### src/rtl/rr_mux_sequencer.sv
// Round-robin sequencer for a 4:1 byte mux: picks a requesting source, drives the
// mux select, captures the settled mux output and hands it downstream via valid/ready.
module rr_mux_sequencer #(
    parameter int WIDTH = 8,
    parameter int CNT_W = 16
) (
    input  logic             clk,
    input  logic             rst,
    input  logic [3:0]       req,
    input  logic [WIDTH-1:0] mux_data,
    input  logic             out_ready,
    output logic [1:0]       select,
    output logic [3:0]       grant,
    output logic [WIDTH-1:0] out_data,
    output logic             out_valid,
    output logic [CNT_W-1:0] word_count
);

    typedef enum logic [1:0] {IDLE, SEL, OUT} state_t;

    state_t           state_reg, state_next;
    logic [1:0]       last_ptr_reg, last_ptr_next;
    logic [1:0]       select_reg, select_next;
    logic [3:0]       grant_reg, grant_next;
    logic [WIDTH-1:0] out_data_reg, out_data_next;
    logic             out_valid_reg, out_valid_next;
    logic [CNT_W-1:0] word_count_reg, word_count_next;

    logic [1:0] start;
    logic [3:0] req_rot;
    logic [3:0] sel_onehot;
    logic [1:0] pick_offset;
    logic [1:0] pick;

    // Rotate req so bit 0 is the source just after the last winner; 2-bit sums wrap mod 4.
    assign start = last_ptr_reg + 2'd1;

    generate
        for (genvar gi = 0; gi < 4; gi++) begin : g_rot
            assign req_rot[gi]    = req[start + 2'(gi)];
            assign sel_onehot[gi] = (select_reg == 2'(gi));
        end
    endgenerate

    always_comb begin
        pick_offset = 2'd0;
        for (int i = 3; i >= 0; i--) begin
            if (req_rot[i]) pick_offset = 2'(i);
        end
    end

    assign pick = start + pick_offset;

    always_comb begin
        state_next      = state_reg;
        last_ptr_next   = last_ptr_reg;
        select_next     = select_reg;
        grant_next      = 4'b0000;
        out_data_next   = out_data_reg;
        out_valid_next  = out_valid_reg;
        word_count_next = word_count_reg;
        case (state_reg)
            IDLE: begin
                if (|req) begin
                    select_next   = pick;
                    last_ptr_next = pick;
                    state_next    = SEL;
                end
            end
            SEL: begin
                // req is deliberately not rechecked: the selected word is captured regardless.
                out_data_next  = mux_data;
                out_valid_next = 1'b1;
                grant_next     = sel_onehot;
                state_next     = OUT;
            end
            OUT: begin
                if (out_ready) begin
                    out_valid_next  = 1'b0;
                    word_count_next = word_count_reg + CNT_W'(1);
                    if (|req) begin
                        select_next   = pick;
                        last_ptr_next = pick;
                        state_next    = SEL;
                    end else begin
                        state_next = IDLE;
                    end
                end
            end
            default: state_next = IDLE;
        endcase
    end

    always_ff @(posedge clk) begin
        if (rst) begin
            state_reg      <= IDLE;
            last_ptr_reg   <= 2'd3;
            select_reg     <= 2'd0;
            grant_reg      <= 4'b0000;
            out_data_reg   <= '0;
            out_valid_reg  <= 1'b0;
            word_count_reg <= '0;
        end else begin
            state_reg      <= state_next;
            last_ptr_reg   <= last_ptr_next;
            select_reg     <= select_next;
            grant_reg      <= grant_next;
            out_data_reg   <= out_data_next;
            out_valid_reg  <= out_valid_next;
            word_count_reg <= word_count_next;
        end
    end

    assign select     = select_reg;
    assign grant      = grant_reg;
    assign out_data   = out_data_reg;
    assign out_valid  = out_valid_reg;
    assign word_count = word_count_reg;

endmodule

### config.mk
export PLATFORM = sky130hd
export DESIGN_NAME = rr_mux_sequencer
export DESIGN_NICKNAME = d
export VERILOG_FILES = /design/src/rtl/rr_mux_sequencer.sv
export SDC_FILE = /design/constraint.sdc
export NUM_CORES = 1
export LEC_CHECK = 0
export CAP_MARGIN = 25
export CELL_PAD_IN_SITES_DETAIL_PLACEMENT = 1
export CELL_PAD_IN_SITES_GLOBAL_PLACEMENT = 2
export CORE_UTILIZATION = 28
export CTS_CLUSTER_SIZE = 12
export DETAILED_ROUTE_END_ITERATION = 6
export PLACE_DENSITY_LB_ADDON = 0.05
export RECOVER_POWER = 25
export SYNTH_ARGS = -nofsm -noshare
export SYNTH_HDL_FRONTEND = slang
export SYNTH_SLANG_ARGS = --single-unit
### constraint.sdc
create_clock -name clk -period 3.11 [get_ports clk]
set_input_delay 0.311 -clock clk [delete_from_list [all_inputs] [get_ports clk]]
set_output_delay 0.311 -clock clk [all_outputs]
set_load 0.02 [all_outputs]
Word-level counts from Yosys, hierarchy flattened --
Index checks and enable logic that the tools add are counted.
Storage, ports and cells: word-level logic and storage cells 59, bits in writable memories 0, register bits after elaboration 35, output and inout port bits 31, memories 0, bits in latches 0, input port bits 15, bits in read-only memories 0
Operators by class: reductions and logical operators 10, muxes and demuxes 24, $add $sub $neg 6, bitwise operators 1, eq/ne operators 7, order comparisons 4, $mul 0, divide/modulo/power cells 0, shift operators 0
Operators by type and width (count):
- 2-bit two-way mux | 10
- 16-bit by 1-bit adder with 16-bit output (second input constant) | 1
- 2-bit by 3-bit less-than comparator with 1-bit output (second input constant) | 4
- 1-bit binary-select mux with 2-bit select | 4
- 2-bit one-hot mux with 2 select lines | 2
- 2-bit AND reduction | 4
- 2-bit == test (second input constant) | 3
- 1-bit two-way mux | 6
- 2-bit one-hot mux with 3 select lines | 1
- 2-bit by 1-bit adder with 2-bit output (second input constant) | 2
- 2-bit adder (second input constant) | 2
- 2-bit by 1-bit == test with 1-bit output (second input constant) | 2
- 2-bit logical NOT | 2
- 2-bit inequality test (second input constant) | 2
- 2-bit nonzero test | 2
- 4-bit OR reduction | 1
- 2-bit adder | 1
- 1-bit one-hot mux with 2 select lines | 1
- 2-bit OR reduction | 1
- 1-bit inverter | 1

Longest topological paths before layout --
Gate-level depths: netlist of run 1.
word-level depth 12, depth in mapped cells 11

Worst setup path before layout of run 1 --
Ideal clock, no wire load.
path type register to register, start register last_ptr_reg[0], end register select_reg[1] (netlist: select[1]), path buffers 1, library setup time 132 ps, cell stages (with the launch flop) 12, arrival time 1690 ps, data required time 2978 ps, slack 1287 ps, cell sequence dfxtp_1 > buf_2 > inv_1 > nor2_1 > a221oi_1 > o21ai_0 > ha_1 > xnor2_1 > xnor2_1 > nor2b_1 > mux2i_1 > a21oi_1
Between the ends: longest elaborated chain between the ends 12
Ends and longest elaborated chain:
- from (decl) | line 22 | logic [1:0] last_ptr_reg, last_ptr_next;
- from (signal assigned) | line 105 | last_ptr_reg <= last_ptr_next;
- 2-bit by 1-bit adder with 2-bit output * | line 36 | assign start = last_ptr_reg + 2'd1;
- 2-bit adder | line 40 | assign req_rot[gi] = req[start + 2'(gi)];
- 1-bit binary-select mux with 2-bit select | line 40
- 1-bit two-way mux (implied by the code) | line 40
- 2-bit two-way mux (4 in series) | line 48 | if (req_rot[i]) pick_offset = 2'(i);
- 2-bit adder * | line 52 | assign pick = start + pick_offset;
- 2-bit two-way mux * | line 64, 81
- 2-bit two-way mux | line 78 | if (out_ready) begin
- 2-bit one-hot mux with 2 select lines * | line 62 | case (state_reg)
- to (signal assigned) | line 106 | select_reg <= select_next;
- to (decl) | line 23 | logic [1:0] select_reg, select_next;
Mark *: on every way between the ends. The rest lies on a longest branch, timed or not. The select of a mux whose other input is x is not followed. A chain may end at the register's enable or synchronous reset.

Final worst setup path of run 1 --
start input rst, end register grant_reg[3] (netlist: grant[3])
Between the ends: longest elaborated chain between the ends 1
Ends and longest elaborated chain:
- from (decl) | line 8 | input logic rst,
- 2-bit OR reduction (no source line)
- to (signal assigned) | line 107 | grant_reg <= grant_next;
- to (decl) | line 24 | logic [3:0] grant_reg, grant_next;
No other way between the ends.

==> flow_metrics.tcl, run 1 <==
set metrics [dict create \
    power_leakage_nw 0.769 \
    cts.repair.resized 0 \
    area_growth_pct 37.6 \
    clk_path_buf_depth 2 \
    number_of_iterations_in_the_first_detailed_routing_pass 4 \
    grt_antenna_before_repair 0 \
    setup_violations 0 \
    initial_utilization 0.292 \
    cts.sink_count 35 \
    cts_tree "yes" \
    finalMaxSlewViolations 0 \
    detail-route-antenna-nets 0 \
    yosys.area.top_type "sky130_fd_sc_hd__dfxtp_1" \
    number_of_buffers_added_by_the_clock_tree_synthesis_step 5 \
    dr.first_iter.drc_count 30 \
    totalNegativeSetupSlack_ps 0 \
    ir_drop_mv 0.232 \
    yosys_register_bits 35 \
    groute.layer.met2.usage 0.227 \
    die_outline_area_um2 5650 \
    cp_endpoint_kind "flop" \
    net_count_after_synthesis 199 \
    final_hold_viol_count 0 \
    fp.dieH_um 75.2 \
    routed_via_density 4.57 \
    rows 26 \
    largest_reg_flops 16 \
    grt_util_all_layers 0.142 \
    critical_path.max_stage_delay_ps 970 \
    holdCritStartpoint "out_data[6]" \
    top_level_ports 46 \
    synth.lib_cells_used.distinct 31 \
    route.final.wire_length_mm 3.65 \
    worst_setup_path_startpoint "rst" \
    gr-max-usage-layer "met2" \
    core-area_um2 5140 \
    synthesis.area_per_instance_um2 8.24 \
    share_of_post_route_cells_with_drive_strength_above_1 0.0314 \
    async_flop_share 0 \
    ys_top_cells_by_count "sky130_fd_sc_hd__dfxtp_1, sky130_fd_sc_hd__nor2_1, sky130_fd_sc_hd__nand2_1" \
    clock_latency_ps 280 \
    power_w 0.00105 \
    post-route-util 0.401 \
    worst_hold_path_type "reg2reg" \
    final_net_count 241 \
    yosys_warnings 0 \
    critPathKind "in2reg" \
    crit_path_start_kind "primary input" \
    path_cells "dlygate4sd3_1, clkbuf_1, nor2_1, and3_1" \
    timing.max_cap.violations 0 \
    port_buffers 45 \
    power_density_nw_per_um2 508 \
    max_slew.worst_pin.slew_ps 1280 \
    synth_ff_type "sky130_fd_sc_hd__dfxtp_1" \
    wl_per_cell_um 12.5 \
    outcome "finished clean" \
    synth_largest_type_area_fraction 0.467 \
    seq_area_frac_synth 0.467 \
    grt_max_degree 30 \
    syn-cell-area_um2 1500 \
    grtUsageMet1 0.173 \
    die-width_um 75.2 \
    antenna_cells 0 \
    total_via_count_in_the_routed_design 1340 \
    path_clk_slew_ps 60 \
    worstPathArrival_ps 2350 \
    place.detailed.instances 287 \
    yosys.cell_count.top_type "sky130_fd_sc_hd__dfxtp_1" \
    finalWeightedCongestion 0.671 \
    grt_setup_unrepaired "no" \
    wire_length_of_the_first_global_routing_pass_mm 5.92 \
    period_needed_ps 2180 \
    cts.root.buffer_cell "sky130_fd_sc_hd__clkbuf_8" \
    post_cts_setup_driven_buffer_insertion_count 0 \
    synth_top_cells_by_area "sky130_fd_sc_hd__dfxtp_1, sky130_fd_sc_hd__nor2_1, sky130_fd_sc_hd__nand2_1, sky130_fd_sc_hd__xor2_1, sky130_fd_sc_hd__a21oi_1" \
    grt_use_met3 0.0549 \
    max-slew-margin-rel 0.148 \
    final.hold.worst_slack_ps 465 \
    required_ps 3280 \
    setup.reg_to_reg.worst_slack_ps 1080 \
    finalCritPeriodShare 0.700 \
    cts_hold_buffers 0 \
    first_global_vias 1261 \
    place.detailed.hpwl_mm 2.72 \
    regToRegStartpoint "last_ptr_reg[0]" \
    crit_fanout 29 \
    highest_delay_cell_along_the_critical_path "sky130_fd_sc_hd__clkbuf_1" \
    fin_worst_skew_ps 2.93 \
    global_route.overflow_total 0 \
    remaining_drc_errors 0 \
    number_of_enable_flip_flop_cells_after_synthesis 0 \
    clock_tree.htree_level_count 2 \
    layoutNonFillerInstCount 293 \
    synthCells 182 \
    clock.fmax_ghz 0.459 \
]
[cell type report]
| class | count | area (µm²) |
|---|---|---|
| multi-input combinational | 130 | 726 |
| sequential | 35 | 701 |
| inverter | 6 | 22.5 |
| fill | 645 | 3080 |
| timing repair buffer | 46 | 454 |
| clock buffer | 6 | 72.6 |
| tap | 70 | 87.6 |
[critical path: cells and delay by family]
family	cells	cell delay (ps)
buf+inv	2	1600
simple gates	2	440
[logic make-up (layout without fill, tap and decap cells)]
logic type               after synthesis  in the layout  synth area share
multiplexers                           2              2            0.0134
AO/OA/AOI/OAI                         22             22            0.0902
buffers and inverters                 17             58            0.0484
adder cells (fa/ha/maj)                2              2            0.0167
AND/OR/NAND/NOR                       87             87             0.265
flip-flops                            35             35             0.467
XOR/XNOR                              17             17            0.0993
[placed cells by master, fill, tap and decap left out, drive strengths merged, types with 3 or more instances in the layout]
cell           synthesis  routed
dfxtp                 35      35
inv                    6       6
a21oi                 15      15
clkdlybuf4s50          0      44
nand4                  3       3
clkbuf                 8       7
and3                   3       3
xnor2                  6       6
xor2                  11      11
nand3                  7       7
nor2                  34      34
nand2                 26      26
[final timing paths]
kind	depth (start not counted)	to
min reg2reg	2	out_data[6]
min	2	out_data[6]
max reg2reg	9	select[1]
max	4	grant[3]
[power breakdown]
group	internal [W]	switching (W)	total (W)	leakage, nW
clock network	0.000149	0.000144	0.000293	0.0371
logic	0.000114	0.000119	0.000233	0.447
registers	0.000481	0.0000410	0.000522	0.285
[per-layer routing]
layer / vias up / routed length [µm]
met5: - / 0
met4: 0 / 56
met3: 5 / 202
met2: 27 / 1750
met1: 627 / 1640
li1: 681 / -
[stage by stage]
stage	area, µm²	setup WS (ps)
detailed placement	1990	619
global placement	1990	767
CTS	2070	922
global route	2060	743
finish	2060	933
floorplan	1500	1290
Power figures use the tool's default switching activity.
==> run 2, diff against run 1 <==
--- a/config.mk
+++ b/config.mk
@@ -8,7 +8,7 @@
 export CAP_MARGIN = 25
 export CELL_PAD_IN_SITES_DETAIL_PLACEMENT = 1
 export CELL_PAD_IN_SITES_GLOBAL_PLACEMENT = 2
-export CORE_UTILIZATION = 28
+export CORE_UTILIZATION = 26
 export CTS_CLUSTER_SIZE = 12
 export DETAILED_ROUTE_END_ITERATION = 6
 export PLACE_DENSITY_LB_ADDON = 0.05
==> constraint.sdc (replaced) <==
create_clock -name clk -period 2.3 [get_ports clk]
set_input_delay 0.23 -clock clk [delete_from_list [all_inputs] [get_ports clk]]
set_output_delay 0.23 -clock clk [all_outputs]
set_load 0.02 [all_outputs]
==> run 2 against run 1 <==
  * Utilization fell by 2.3 points
  * Design area rose by 1.6%
  * Sequential share of layout area fell by 0.55 points
  * Clock skew rose by 2.2 ps
  * Combinational power rose by 35%
  * Critical endpoint is now select[1]
  * Die area rose by 7.5%
  * Power rose by 38%
  * First-iteration DRC count rose by 80%
  * Non-clock buffer count rose by 2
==> flow_metrics.tcl, run 2 (synthesized netlist as in run 1, its figures left out) <==
set metrics [dict create \
    outcome "finished clean" \
    setup_violations 0 \
    remaining_drc_errors 0 \
    timing.max_cap.violations 0 \
    power_density_nw_per_um2 692 \
    wire_length_of_the_first_global_routing_pass_mm 6.40 \
    post_cts_setup_driven_buffer_insertion_count 0 \
    dp_worst_setup_slack_ps -69.0 \
    ir_drop_mv 0.279 \
    first_global_vias 1367 \
    worstPathArrival_ps 2230 \
    cts_hold_buffers 0 \
    antenna_cells 0 \
    grt_util_all_layers 0.137 \
    top_level_ports 46 \
    finalWeightedCongestion 0.732 \
    netSwitchingFraction 0.297 \
    final_hold_viol_count 0 \
    clkPwrFrac 0.295 \
    rows 27 \
    critPathKind "reg2reg" \
    grt_max_degree 34 \
    path_clk_slew_ps 70 \
    max-slew-margin-rel 0.703 \
    share_of_post_route_cells_with_drive_strength_above_1 0.0529 \
    cts_tree "yes" \
    finalCritPeriodShare 0.905 \
    clk_path_buf_depth 2 \
    post-route-util 0.379 \
    layout.filler_cells 678 \
    cts.repair.resized 0 \
    postLayoutSetupSlackWorst_ps 218 \
    dr.first_iter.drc_count 54 \
    core-area_um2 5540 \
    multi_input_comb_area_um2 726 \
    p_switching_w 0.000431 \
    cts.sink_count 35 \
    grt_setup_unrepaired "no" \
    internal-power_w 0.00102 \
    mostFrequentLayoutCells "sky130_fd_sc_hd__clkdlybuf4s50_1, sky130_fd_sc_hd__dfxtp_1, sky130_fd_sc_hd__nor2_1, sky130_fd_sc_hd__nand2_1, sky130_fd_sc_hd__a21oi_1" \
    clock_latency_ps 280 \
    power_frac_seq 0.488 \
    worstHoldPathCells 2 \
    clock.fmax_ghz 0.480 \
    largest_reg_flops 16 \
    period_needed_ps 2080 \
    finalMaxSlewViolations 0 \
    required_ps 2450 \
    global_route.overflow_total 0 \
    clock_tree.htree_level_count 2 \
    final_net_count 243 \
    power_leakage_nw 0.786 \
    max_slew.worst_pin.slew_ps 446 \
    final-seq-area_um2 701 \
    die-width_um 77.9 \
    fin_worst_skew_ps 5.13 \
    layout_commonest_cell "sky130_fd_sc_hd__clkdlybuf4s50_1" \
    total_via_count_in_the_routed_design 1376 \
    cts.root.buffer_cell "sky130_fd_sc_hd__clkbuf_8" \
    die_outline_area_um2 6070 \
    area_growth_pct 39.9 \
    detail-route-antenna-nets 0 \
    crit_fanout 10 \
    fp.dieH_um 77.9 \
    pwr-share-comb 0.217 \
    crit_path_start_kind "flop" \
    initial_utilization 0.271 \
    route.final.wire_length_mm 3.73 \
    reg2reg_depth 9 \
    routed_via_density 4.60 \
    worst_hold_path_type "reg2reg" \
    cp_endpoint_kind "flop" \
    number_of_iterations_in_the_first_detailed_routing_pass 4 \
    number_of_buffers_added_by_the_clock_tree_synthesis_step 5 \
    port_buffers 45 \
    grt_antenna_before_repair 0 \
    wl_per_cell_um 12.5 \
    place.detailed.hpwl_mm 2.74 \
]
-- run 2: cell count changes in the layout (fill, tap and decap cells not counted), sizes merged --
cell | previous run | this run
buf | 0 | 3
clkbuf | 7 | 6
clkdlybuf4s50 | 44 | 45
clkinv | 0 | 1
clkinvlp | 0 | 1
dlygate4sd3 | 1 | 0
-- run 2: worst max-delay path: stages, from the launching register on --
cell	delay, ps
sky130_fd_sc_hd__dfxtp_1	510
sky130_fd_sc_hd__nor2_1	100
sky130_fd_sc_hd__a221oi_1	320
sky130_fd_sc_hd__o21ai_0	130
sky130_fd_sc_hd__ha_1	200
sky130_fd_sc_hd__xnor2_1	130
sky130_fd_sc_hd__xnor2_1	140
sky130_fd_sc_hd__nor2b_1	140
sky130_fd_sc_hd__mux2i_1	190
sky130_fd_sc_hd__a21oi_1	100
-- run 2: worst paths after layout --
kind	slack [ps]	end	start
hold reg to reg	450	out_data[6]	out_data[6]
setup / recovery	220	select[1]	last_ptr_reg[0]
hold / removal	450	out_data[6]	out_data[6]
setup reg to reg	220	select[1]	last_ptr_reg[0]
-- run 2: final cells by class --
type | count | area share
Tap cell | 72 | 0.0430
Sequential cell | 35 | 0.334
Inverter | 6 | 0.0107
Multi-Input combinational cell | 130 | 0.346
Clock inverter | 2 | 0.00597
Timing Repair Buffer | 48 | 0.226
Clock buffer | 6 | 0.0346
-- run 2: per-layer routing --
layer  vias up  part of all wire  routed length (µm)  GRT usage
met1       651              0.46                1700      0.159
met3         6             0.050                 186     0.0494
met4         0             0.016                  60     0.0574
met5         -                 0                   0          0
met2        31              0.48                1780      0.226
li1        688                 -                   -          -
-- run 2: per-stage QoR --
stage | instance area, µm² | std cells | total power [W] | hold WS [ps] | TNS (ps)
after floorplan | 1500 | 182 | 0.000911 | 366 | 0
after global placement | 2010 | 291 | 0.00103 | 444 | 0
after detailed placement | 2010 | 291 | 0.00104 | 451 | -90.8
after CTS | 2100 | 299 | 0.00148 | 458 | 0
after global routing | 2100 | 299 | 0.00156 | 472 | 0
final | 2100 | 299 | 0.00145 | 455 | 0
-- run 2: power groups by stage --
stage	logic [W]	registers (W)	clock network, W
3_5_place_dp	0.000319	0.000724	0
6_report	0.000315	0.000708	0.000428
2_1_floorplan	0.000177	0.000734	0
4_1_cts	0.000320	0.000709	0.000455
5_1_grt	0.000350	0.000719	0.000491
3_3_place_gp	0.000309	0.000718	0
==> run 3, diff against run 2 <==
--- a/config.mk
+++ b/config.mk
@@ -8,7 +8,7 @@
 export CAP_MARGIN = 25
 export CELL_PAD_IN_SITES_DETAIL_PLACEMENT = 1
 export CELL_PAD_IN_SITES_GLOBAL_PLACEMENT = 2
-export CORE_UTILIZATION = 26
+export CORE_UTILIZATION = 28
 export CTS_CLUSTER_SIZE = 12
 export DETAILED_ROUTE_END_ITERATION = 6
 export PLACE_DENSITY_LB_ADDON = 0.05
==> constraint.sdc (replaced) <==
create_clock -name clk -period 2.65 [get_ports clk]
set_input_delay 0.265 -clock clk [delete_from_list [all_inputs] [get_ports clk]]
set_output_delay 0.265 -clock clk [all_outputs]
set_load 0.02 [all_outputs]
==> run 3 against run 2 <==
  * Global-route usage grew 0.44 points
  * Non-clock buffer count is 2 lower
  * Design area shrank 1.0%
  * Clock power fell by 12%
  * Critical path depth increased by 1
  * Combinational power down 14%
  * Worst hold slack better by 3.1 ps
  * Clock skew about the same
  * Highest routed layer unchanged
==> flow_metrics.tcl, run 3 (synthesized netlist as in run 1, its figures left out) <==
set metrics [dict create \
    core-area_um2 5140 \
    layout.filler_cells 650 \
    holdCritStartpoint "out_data[2]" \
    total_via_count_in_the_routed_design 1370 \
    clock_tree.htree_level_count 2 \
    wire_length_of_the_first_global_routing_pass_mm 5.88 \
    top_level_ports 46 \
    reg2reg_depth 10 \
    clk_path_buf_depth 2 \
    worstHoldPathCells 2 \
    fp.dieH_um 75.2 \
    cts.sink_count 35 \
    ir_drop_mv 0.212 \
    initial_utilization 0.292 \
    cp_endpoint_kind "flop" \
    crit_path_start_kind "primary input" \
    place.detailed.hpwl_mm 2.69 \
    grt_util_all_layers 0.141 \
    grt_antenna_before_repair 0 \
    finalWeightedCongestion 0.669 \
    wl_per_cell_um 12.4 \
    worst_hold_path_type "reg2reg" \
    routed_via_density 4.64 \
    route.final.wire_length_mm 3.66 \
    die_outline_area_um2 5650 \
    mostFrequentLayoutCells "sky130_fd_sc_hd__clkdlybuf4s50_1, sky130_fd_sc_hd__dfxtp_1, sky130_fd_sc_hd__nor2_1, sky130_fd_sc_hd__nand2_1, sky130_fd_sc_hd__a21oi_1" \
    power_density_nw_per_um2 606 \
    antenna_cells 0 \
    timing.rr.end "select[1]" \
    worst_setup_path_startpoint "req[0]" \
    path_clk_slew_ps 70 \
    dr.first_iter.drc_count 28 \
    final_net_count 241 \
    timing.max_cap.violations 0 \
    post-route-util 0.404 \
    rows 26 \
    post_cts_setup_driven_buffer_insertion_count 0 \
    crit_fanout 5 \
    detail-route-antenna-nets 0 \
    fin_worst_skew_ps 5.18 \
    final_hold_viol_count 0 \
    number_of_iterations_in_the_first_detailed_routing_pass 2 \
    outcome "finished clean" \
    global_route.overflow_total 0 \
    max-slew-margin-rel 0.488 \
    setup.reg_to_reg.worst_slack_ps 610 \
    die-width_um 75.2 \
    cts_tree "yes" \
    worstPathArrival_ps 2260 \
    hold_path_sink "out_data[2]" \
    layout_commonest_cell "sky130_fd_sc_hd__clkdlybuf4s50_1" \
    port_buffers 45 \
    totalNegativeSetupSlack_ps 0 \
    finalMaxSlewViolations 0 \
    period_needed_ps 2110 \
    setup_violations 0 \
    max_slew.worst_pin.slew_ps 768 \
    critPathKind "in2reg" \
    largest_reg_flops 16 \
    cts.repair.resized 0 \
    finalCritPeriodShare 0.798 \
    cts.root.buffer_cell "sky130_fd_sc_hd__clkbuf_8" \
    first_global_vias 1283 \
    clock_latency_ps 280 \
    clock.fmax_ghz 0.473 \
    cts_hold_buffers 0 \
    number_of_buffers_added_by_the_clock_tree_synthesis_step 5 \
    grt_max_degree 18 \
    required_ps 2790 \
    power_leakage_nw 0.773 \
    regToRegStartpoint "last_ptr_reg[0]" \
    share_of_post_route_cells_with_drive_strength_above_1 0.0400 \
    grt_setup_unrepaired "no" \
    remaining_drc_errors 0 \
    area_growth_pct 38.5 \
]
==> run 3: cell types whose count changed in the layout (fill, tap and decap cells not counted) <==
| cell | delta |
|---|---|
| sky130_fd_sc_hd__clkdlybuf4s50_1 | -2 |
| sky130_fd_sc_hd__buf_4 | -3 |
| sky130_fd_sc_hd__dlygate4sd3_1 | +2 |
| sky130_fd_sc_hd__clkbuf_1 | +1 |
==> run 3: worst max-delay path by stage <==
stage                      endpoint  slack (ps)  depth (start not counted)
after global placement    select[1]         320                         10
after global routing      select[1]         310                         10
after floorplan           select[1]         830                         11
after detailed placement  select[1]         210                         10
after CTS                 select[1]         510                         10
final                     select[1]         540                         10
==> run 3: routing by layer <==
| layer | wire (µm) | GRT usage |
|---|---|---|
| met1 | 1680 | 0.171 |
| met2 | 1750 | 0.222 |
| met3 | 157 | 0.0469 |
| met4 | 68 | 0.0741 |
| met5 | 0 | 0 |
==> run 3: worst max-delay path, cell delays in order <==
cell and delay (ps):
sky130_fd_sc_hd__clkdlybuf4s50_1 550, sky130_fd_sc_hd__inv_1 100, sky130_fd_sc_hd__o311a_1 340, sky130_fd_sc_hd__o21ai_0 170
sky130_fd_sc_hd__ha_1 180, sky130_fd_sc_hd__xnor2_1 130, sky130_fd_sc_hd__xnor2_1 90, sky130_fd_sc_hd__nor2b_1 140
sky130_fd_sc_hd__mux2i_1 200, sky130_fd_sc_hd__a21oi_1 90
==> run 3: stage by stage <==
step	area, µm²	hold slack [ps]	total power, W	worst slack [ps]	instances
floorplan	1500	401	0.000791	827	182
global placement	1990	443	0.000889	325	287
detailed placement	1990	451	0.000902	206	287
CTS	2080	463	0.00129	514	295
global route	2080	491	0.00135	313	295
finish	2080	458	0.00126	536	295
==> run 3: final cells by class <==
cell class                      count  area, µm²  area share
Tap cell                           70       87.6      0.0422
Multi-Input combinational cell    130        726       0.350
Clock inverter                      2       12.5     0.00603
Inverter                            6       22.5      0.0108
Timing Repair Buffer               46        454       0.219
Sequential cell                    35        701       0.338
Clock buffer                        6       72.6      0.0350
==> run 3: power by group <==
group,internal [W],switching [W],total [W]
registers,0.000565,0.0000485,0.000613
logic,0.000134,0.000137,0.000270
clock network,0.000184,0.000192,0.000375
